`src/rtl/mem_port_arbiter.sv`:
```
// Arbitrates one single-ported memory between instruction fetch and load/store, data first with a fetch starvation limit.
// Optional: define ARB_TIMEOUT_EN to abort BUSY transactions after TIMEOUT_CYCLES without an ack (err_o pulses).
module mem_port_arbiter #(
  parameter int ADDR_W         = 32,
  parameter int DATA_W         = 32,
  parameter int MAX_DATA_BURST = 4,
  parameter int TIMEOUT_CYCLES = 255
) (
  input  logic              clk,
  input  logic              rst,
  input  logic              if_ce_i,
  input  logic [ADDR_W-1:0] if_addr_i,
  output logic [DATA_W-1:0] if_inst_o,
  output logic              if_ready_o,
  input  logic              mem_ce_i,
  input  logic              mem_we_i,
  input  logic [ADDR_W-1:0] mem_addr_i,
  input  logic [3:0]        mem_sel_i,
  input  logic [DATA_W-1:0] mem_data_i,
  output logic [DATA_W-1:0] mem_data_o,
  output logic              mem_ready_o,
  output logic              stall_req_o,
  output logic              ram_ce_o,
  output logic              ram_we_o,
  output logic [ADDR_W-1:0] ram_addr_o,
  output logic [3:0]        ram_sel_o,
  output logic [DATA_W-1:0] ram_data_o,
  input  logic [DATA_W-1:0] ram_data_i,
  input  logic              ram_ack_i,
  output logic              err_o
);

  typedef enum logic [1:0] {IDLE, IF_BUSY, MEM_BUSY, DONE} state_t;

  state_t     state_q, state_d;
  logic [3:0] starve_cnt;
  logic       grant_mem, grant_if, ack_done, abort;
  logic       timeout_hit;

  if (MAX_DATA_BURST < 1 || MAX_DATA_BURST > 15 || TIMEOUT_CYCLES < 1) begin : g_bad_params
    $error("mem_port_arbiter: MAX_DATA_BURST must be 1..15 and TIMEOUT_CYCLES at least 1");
  end

`ifdef ARB_TIMEOUT_EN
  localparam int TO_W = $clog2(TIMEOUT_CYCLES + 1);

  logic [TO_W-1:0] to_cnt;
  logic            err_q;

  // to_cnt holds the number of BUSY cycles already completed, so the last allowed cycle sees TIMEOUT_CYCLES-1
  assign timeout_hit = (to_cnt == TO_W'(TIMEOUT_CYCLES - 1));
  assign err_o       = err_q;

  always_ff @(posedge clk) begin
    if (rst) begin
      to_cnt <= '0;
      err_q  <= 1'b0;
    end else begin
      err_q <= abort;
      if (grant_mem || grant_if)
        to_cnt <= '0;
      else if (state_q == IF_BUSY || state_q == MEM_BUSY)
        to_cnt <= to_cnt + TO_W'(1);
    end
  end
`else
  assign timeout_hit = 1'b0;
  assign err_o       = 1'b0;
`endif

  assign stall_req_o = (if_ce_i & ~if_ready_o) | (mem_ce_i & ~mem_ready_o);

  always_comb begin
    state_d   = state_q;
    grant_mem = 1'b0;
    grant_if  = 1'b0;
    ack_done  = 1'b0;
    abort     = 1'b0;
    case (state_q)
      IDLE: begin
        if (mem_ce_i && (!if_ce_i || starve_cnt < 4'(MAX_DATA_BURST))) begin
          grant_mem = 1'b1;
          state_d   = MEM_BUSY;
        end else if (if_ce_i) begin
          grant_if = 1'b1;
          state_d  = IF_BUSY;
        end
      end
      IF_BUSY, MEM_BUSY: begin
        if (ram_ack_i) begin
          ack_done = 1'b1;
          state_d  = DONE;
        end else if (timeout_hit) begin
          abort   = 1'b1;
          state_d = DONE;
        end
      end
      DONE:    state_d = IDLE;
      default: state_d = IDLE;
    endcase
  end

  always_ff @(posedge clk) begin
    if (rst) state_q <= IDLE;
    else     state_q <= state_d;
  end

  always_ff @(posedge clk) begin
    if (rst) begin
      starve_cnt  <= '0;
      ram_ce_o    <= 1'b0;
      ram_we_o    <= 1'b0;
      ram_addr_o  <= '0;
      ram_sel_o   <= '0;
      ram_data_o  <= '0;
      if_inst_o   <= '0;
      mem_data_o  <= '0;
      if_ready_o  <= 1'b0;
      mem_ready_o <= 1'b0;
    end else begin
      if_ready_o  <= 1'b0;
      mem_ready_o <= 1'b0;

      // starve_cnt counts data grants issued while a fetch was kept waiting
      if (state_q == IDLE) begin
        if (grant_if || !if_ce_i)
          starve_cnt <= '0;
        else if (grant_mem && starve_cnt != 4'hF)
          starve_cnt <= starve_cnt + 4'd1;
      end

      if (grant_mem) begin
        ram_ce_o   <= 1'b1;
        ram_we_o   <= mem_we_i;
        ram_addr_o <= mem_addr_i;
        ram_sel_o  <= mem_sel_i;
        ram_data_o <= mem_data_i;
      end else if (grant_if) begin
        ram_ce_o   <= 1'b1;
        ram_we_o   <= 1'b0;
        ram_addr_o <= if_addr_i;
        ram_sel_o  <= 4'hF;
      end

      if (ack_done || abort) begin
        ram_ce_o <= 1'b0;
        if (state_q == IF_BUSY) begin
          if_inst_o  <= abort ? '0 : ram_data_i;
          if_ready_o <= 1'b1;
        end else begin
          mem_data_o  <= abort ? '0 : ram_data_i;
          mem_ready_o <= 1'b1;
        end
      end
    end
  end

endmodule
```
`config.mk`:
```
export PLATFORM = sky130hd
export DESIGN_NAME = mem_port_arbiter
export DESIGN_NICKNAME = d
export VERILOG_FILES = /design/src/rtl/mem_port_arbiter.sv
export SDC_FILE = /design/constraint.sdc
export NUM_CORES = 1
export LEC_CHECK = 0
export ABC_AREA = 0
export BUFFER_PORTS_ARGS = -buffer_cell sky130_fd_sc_hd__buf_2
export CAP_MARGIN = 20
export CORE_ASPECT_RATIO = 0.5
export CORE_MARGIN = 3
export CORE_UTILIZATION = 47
export CTS_BUF_LIST = sky130_fd_sc_hd__clkbuf_8
export CTS_CLUSTER_DIAMETER = 100
export DETAILED_ROUTE_END_ITERATION = 8
export PLACE_DENSITY = 0.85
export SYNTH_ARGS = -nofsm -noshare
export SYNTH_HDL_FRONTEND = slang
export SYNTH_SLANG_ARGS = --single-unit
```
`constraint.sdc`:
```
create_clock -name clk -period 1.7 [get_ports clk]
set_input_delay 0.34 -clock clk [delete_from_list [all_inputs] [get_ports clk]]
set_output_delay 0.34 -clock clk [all_outputs]
set_load 0.02 [all_outputs]
```
# After elaboration in Yosys (flattened, before gate mapping)
# Cells that the tools add are included.
# word_totals
input_bits	138
regBits	142
ram_bits	0
rom_bits	0
n_memories	0
output_inout_bits	138
latchBits	0
word_cells	64
# op_classes
bitwise_logic	7
order_cmp	1
n_shift	0
n_mux	23
addsub	1
div	0
reduce_logical	15
eq_ne	6
mul	0
# ops
cell	n
2-to-1 mux 32 bit	2
2-to-1 mux 4 bit	4
2-to-1 mux 1 bit	13
AND reduction 2 bit	4
2-to-1 mux 2 bit	3
one-hot mux 2 bit (3 select lines)	1
OR reduction 2 bit	3
adder 4 x 1 -> 4 bit (second input constant)	1
== test 2 bit (second input constant)	2
less-than comparator 4 x 3 -> 1 bit (second input constant)	1
inequality test 4 bit (second input constant)	1
inverter 1 bit	4
nonzero test 2 bit	2
inequality test 3 bit (second input constant)	1
AND 1 bit	2
== test 2 x 1 -> 1 bit (second input constant)	1
logical AND 1 bit	2
logical NOT 2 bit	1
logical OR 1 bit	2
inequality test 2 bit (second input constant)	1
logical NOT 1 bit	1
OR 1 bit	1

# Depth between registers and ports, before layout
# logic_depth
word_depth	8
mapped_depth	8
mapped_depth_nobuf	5

# Least setup slack after synthesis
# OpenSTA, ideal clock, no wires.
# synth_timing
kind	reg-to-reg
from	register state_q[0]
to	register mem_data_o[13]
t_arrival_ps	1411
period_less_slack_ps	1482
path_buffers	2
path_slack_ps	218
setup_ps	70
path_stages_with_launch	8
t_required_ps	1630
path_cell_list	dfxtp_1 -> inv_1 -> ha_1 -> buf_2 -> nand3b_1 -> clkbuf_1 -> nand2_1 -> a21oi_1
# synth_between
elab_chain_cells	4
elab_cells_between_ends	6
cone_classes	eq/ne: 2; mux: 1; bitwise: 1; reduce/logical: 2
# synth_lines
item	line	source
from (decl)	35	state_t state_q, state_d;
from (signal assigned)	105	else state_q <= state_d;
== test 2 x 1 -> 1 bit or == test 2 bit (tied branches)	79, 147	
OR reduction 2 bit	79	case (state_q)
2-to-1 mux 1 bit	79	
AND reduction 2 bit (no source line) (*)	-	
to (signal assigned)	151	mem_data_o <= abort ? '0 : ram_data_i;
to (decl)	20	output logic [DATA_W-1:0] mem_data_o,
# Mark *: on every way between the ends. The rest lies on a longest branch, timed or not.
# A chain may end at the register's enable or synchronous reset.

# Final worst setup path
# layout_timing
from	register state_q[0]
to	register ram_addr_o[7]
# layout_between
elab_chain_cells	3
elab_cells_between_ends	5
cone_classes	mux: 3; reduce/logical: 2
# layout_lines
item	line	source
logical NOT 2 bit (*)	79	
2-to-1 mux 1 bit	79	
2-to-1 mux 32 bit or nonzero test 2 bit (tied branches)	-	
to (signal assigned)	135	ram_addr_o <= mem_addr_i;
to (signal assigned)	141	ram_addr_o <= if_addr_i;
to (decl)	25	output logic [ADDR_W-1:0] ram_addr_o,
# Marks and branches as above.

==> impl_metrics.json <==
{
  "critPathKind": "register to register",
  "layout.cells.most_common": "buf_2",
  "die_h_microns": 82.57,
  "nets": 1071,
  "syn_area_sq_mm": 0.005510,
  "power_w": 0.01009,
  "ys_async_sr_fraction_pct": 0,
  "grt_pass1_vias": 5521,
  "crit_required_ps": 2010,
  "drtAntennaViolNets": 0,
  "final_hold_viol_count": 0,
  "routed_wl_microns": 16730,
  "viasPerCell": 5.432,
  "cts_tree": "done",
  "drive_above_1_share_pct": 35.14,
  "critPathMaxFanout": 35,
  "startpoint_type": "register",
  "fin_skew_ps": 8.221,
  "r2r_slack_ps": 110,
  "synth-edff-count": 0,
  "slew_viol_final": 0,
  "initial_core_util_pct": 49.13,
  "post_cts_buffers": 0,
  "path_clk_slew_ps": 80,
  "power-per-cell-area_mw_per_mm2": 1345,
  "hpwl_microns": 11510,
  "period_share_pct": 93.50,
  "detailedPlace.worstSlack_ps": 116.6,
  "synth_cell_types": 34,
  "yosys_register_bits": 142,
  "leakagePower_nw": 3.378,
  "std_cell_rows": 27,
  "top_usage_layer": "met2",
  "cp-startpoint": "state_q[0]",
  "num_io_pins": 276,
  "post-route-drc-count": 0,
  "drv_cap": 0,
  "hp-class": "input port to register",
  "grtUsageMet2_pct": 43.72,
  "yosysWarningCount": 0,
  "rsz0062_at_grt": "false",
  "port-buffer-count": 274,
  "setup_tns_ps": 0,
  "cts_buffer_depth": 2,
  "cts_made_buffers": 17,
  "clock_latency_ps": 420,
  "peakVddDrop_mv": 0.6658,
  "fin_area_sq_mm": 0.007501,
  "end_kind": "register",
  "cts_root_buf": "clkbuf_8",
  "cp-endpoint": "ram_addr_o[7]",
  "htree_levels": 4,
  "synth_cells": 686,
  "fillCellCount": 935,
  "core_sq_mm": 0.01122,
  "grt_usage_pct": 23.77,
  "vias": 5981,
  "antenna_found_initial": 0,
  "syn_avg_cell_area_sq_um": 8.032,
  "gr-usage-met3_pct": 6.477,
  "ys.flop_type": "dfxtp_1",
  "post_drt_wl_per_cell_microns": 15.20,
  "drt_first_pass_iters": 6,
  "status": "completed",
  "postCtsHoldBufs": 0,
  "seq_area_frac_synth_pct": 51.59,
  "r2r-end": "ram_addr_o[7]",
  "area.growth.synth_to_final_pct": 36.13,
  "die_w_microns": 159.1,
  "r2r-start": "state_q[0]",
  "drt_iter0_drc": 504,
  "place_area_sq_mm": 0.007038,
  "setup_viol": 0,
  "diodes": 0,
  "reg2regPathDepth": 6,
  "syn_nets": 827,
  "gp_congestion": 0.8473,
  "layout_common_cells": "buf_2, dfxtp_1, a21oi_1, nand2_1",
  "grt_max_degree": 106,
  "die_area_sq_mm": 0.01314,
  "layout_setup_ws_ps": 110.6,
  "grtUsageMet1_pct": 26.81,
  "gr-total-overflow": 0,
  "clock.fmax_mhz": 629.2,
  "min_from": "ram_data_i[20]",
  "grt_pass1_wl_microns": 25970,
  "cts_sinks": 142,
  "post_cts_resized": 0,
  "fin_crit_ps": 1589,
  "fin_util_pct": 66.88,
  "crit_arrival_ps": 1900
}
[flip-flops by register name, indices dropped and copies added, names as in the netlist]
name and count:
if_inst_o 32, mem_data_o 32, ram_addr_o 32, ram_data_o 32, ram_sel_o 4, starve_cnt 4, state_q 2, if_ready_o 1
mem_ready_o 1, ram_ce_o 1, ram_we_o 1
[logic make-up (layout without fill, tap and decap cells)]
kind of cell	Yosys count	after routing	synth area share, %
adder cells (fa/ha/maj)	3	3	0.6813
buffers and inverters	73	329	6.290
other	1	1	0.06805
AND/OR/NAND/NOR	191	191	15.03
flip-flops	142	142	51.59
AO/OA/AOI/OAI	276	276	26.34
[through the flow]
stage               hold WS [ps]  cells
floorplan                  454.1    686
global placement           439.0   1070
detailed placement         443.0   1070
CTS                        134.3   1101
global route               135.8   1101
finish                     155.8   1101
[worst min path at each step]
stage	end	slack [ps]	depth (start not counted)
floorplan	starve_cnt[1]	450	2
global placement	mem_data_o[30]	440	2
detailed placement	mem_data_o[10]	440	2
CTS	mem_data_o[20]	130	3
global route	ram_data_o[11]	140	3
finish	mem_data_o[20]	160	3
[power by group]
part	internal [W]	switching, W
logic	0.00109	0.00189
clock network	0.00185	0.00125
registers	0.00379	0.000212
[metal layers]
| layer | wire length [microns] | up-vias |
|---|---|---|
| li1 | - | 2865 |
| met1 | 6583 | 2809 |
| met2 | 8553 | 256 |
| met3 | 1085 | 51 |
| met4 | 509 | 0 |
| met5 | 0 | - |
[cell type report]
class                   instances  area (sq um)  share of cell area (%)
flip-flops and latches        142          2843                   37.90
clock inverters                11         187.7                   2.502
inverters                       5         18.77                  0.2502
multi-input cells             471          2336                   31.14
clock buffers                  20         275.3                   3.670
well taps                     159         198.9                   2.652
repair buffers                293          1642                   21.88
[synth_stat cells, types with 2 or more instances]
master	instances	area, sq um
dfxtp_1	142	2843
a21oi_1	131	655.6
nand2_1	129	484.2
o21ai_1	52	260.3
o21ai_0	51	255.2
a31oi_1	33	206.5
nand3_1	33	165.2
buf_2	31	155.2
clkbuf_1	25	93.84
buf_4	9	67.56
nor2_1	8	30.03
inv_1	5	18.77
nor3_1	5	25.02
buf_1	3	11.26
ha_1	3	37.54
nand3b_1	3	22.52
a21boi_1	2	15.01
nand2b_1	2	12.51
nor2b_1	2	12.51
nor3b_1	2	15.01
o21a_2	2	17.52
[worst max-delay path: stages (launching register included)]
cell and delay, ps:
dfxtp_1 360, inv_1 50, ha_1 260, and2_2 260, buf_12 180, a31oi_1 250
a21oi_1 100
No activity file was read; power rests on OpenSTA's default activity.
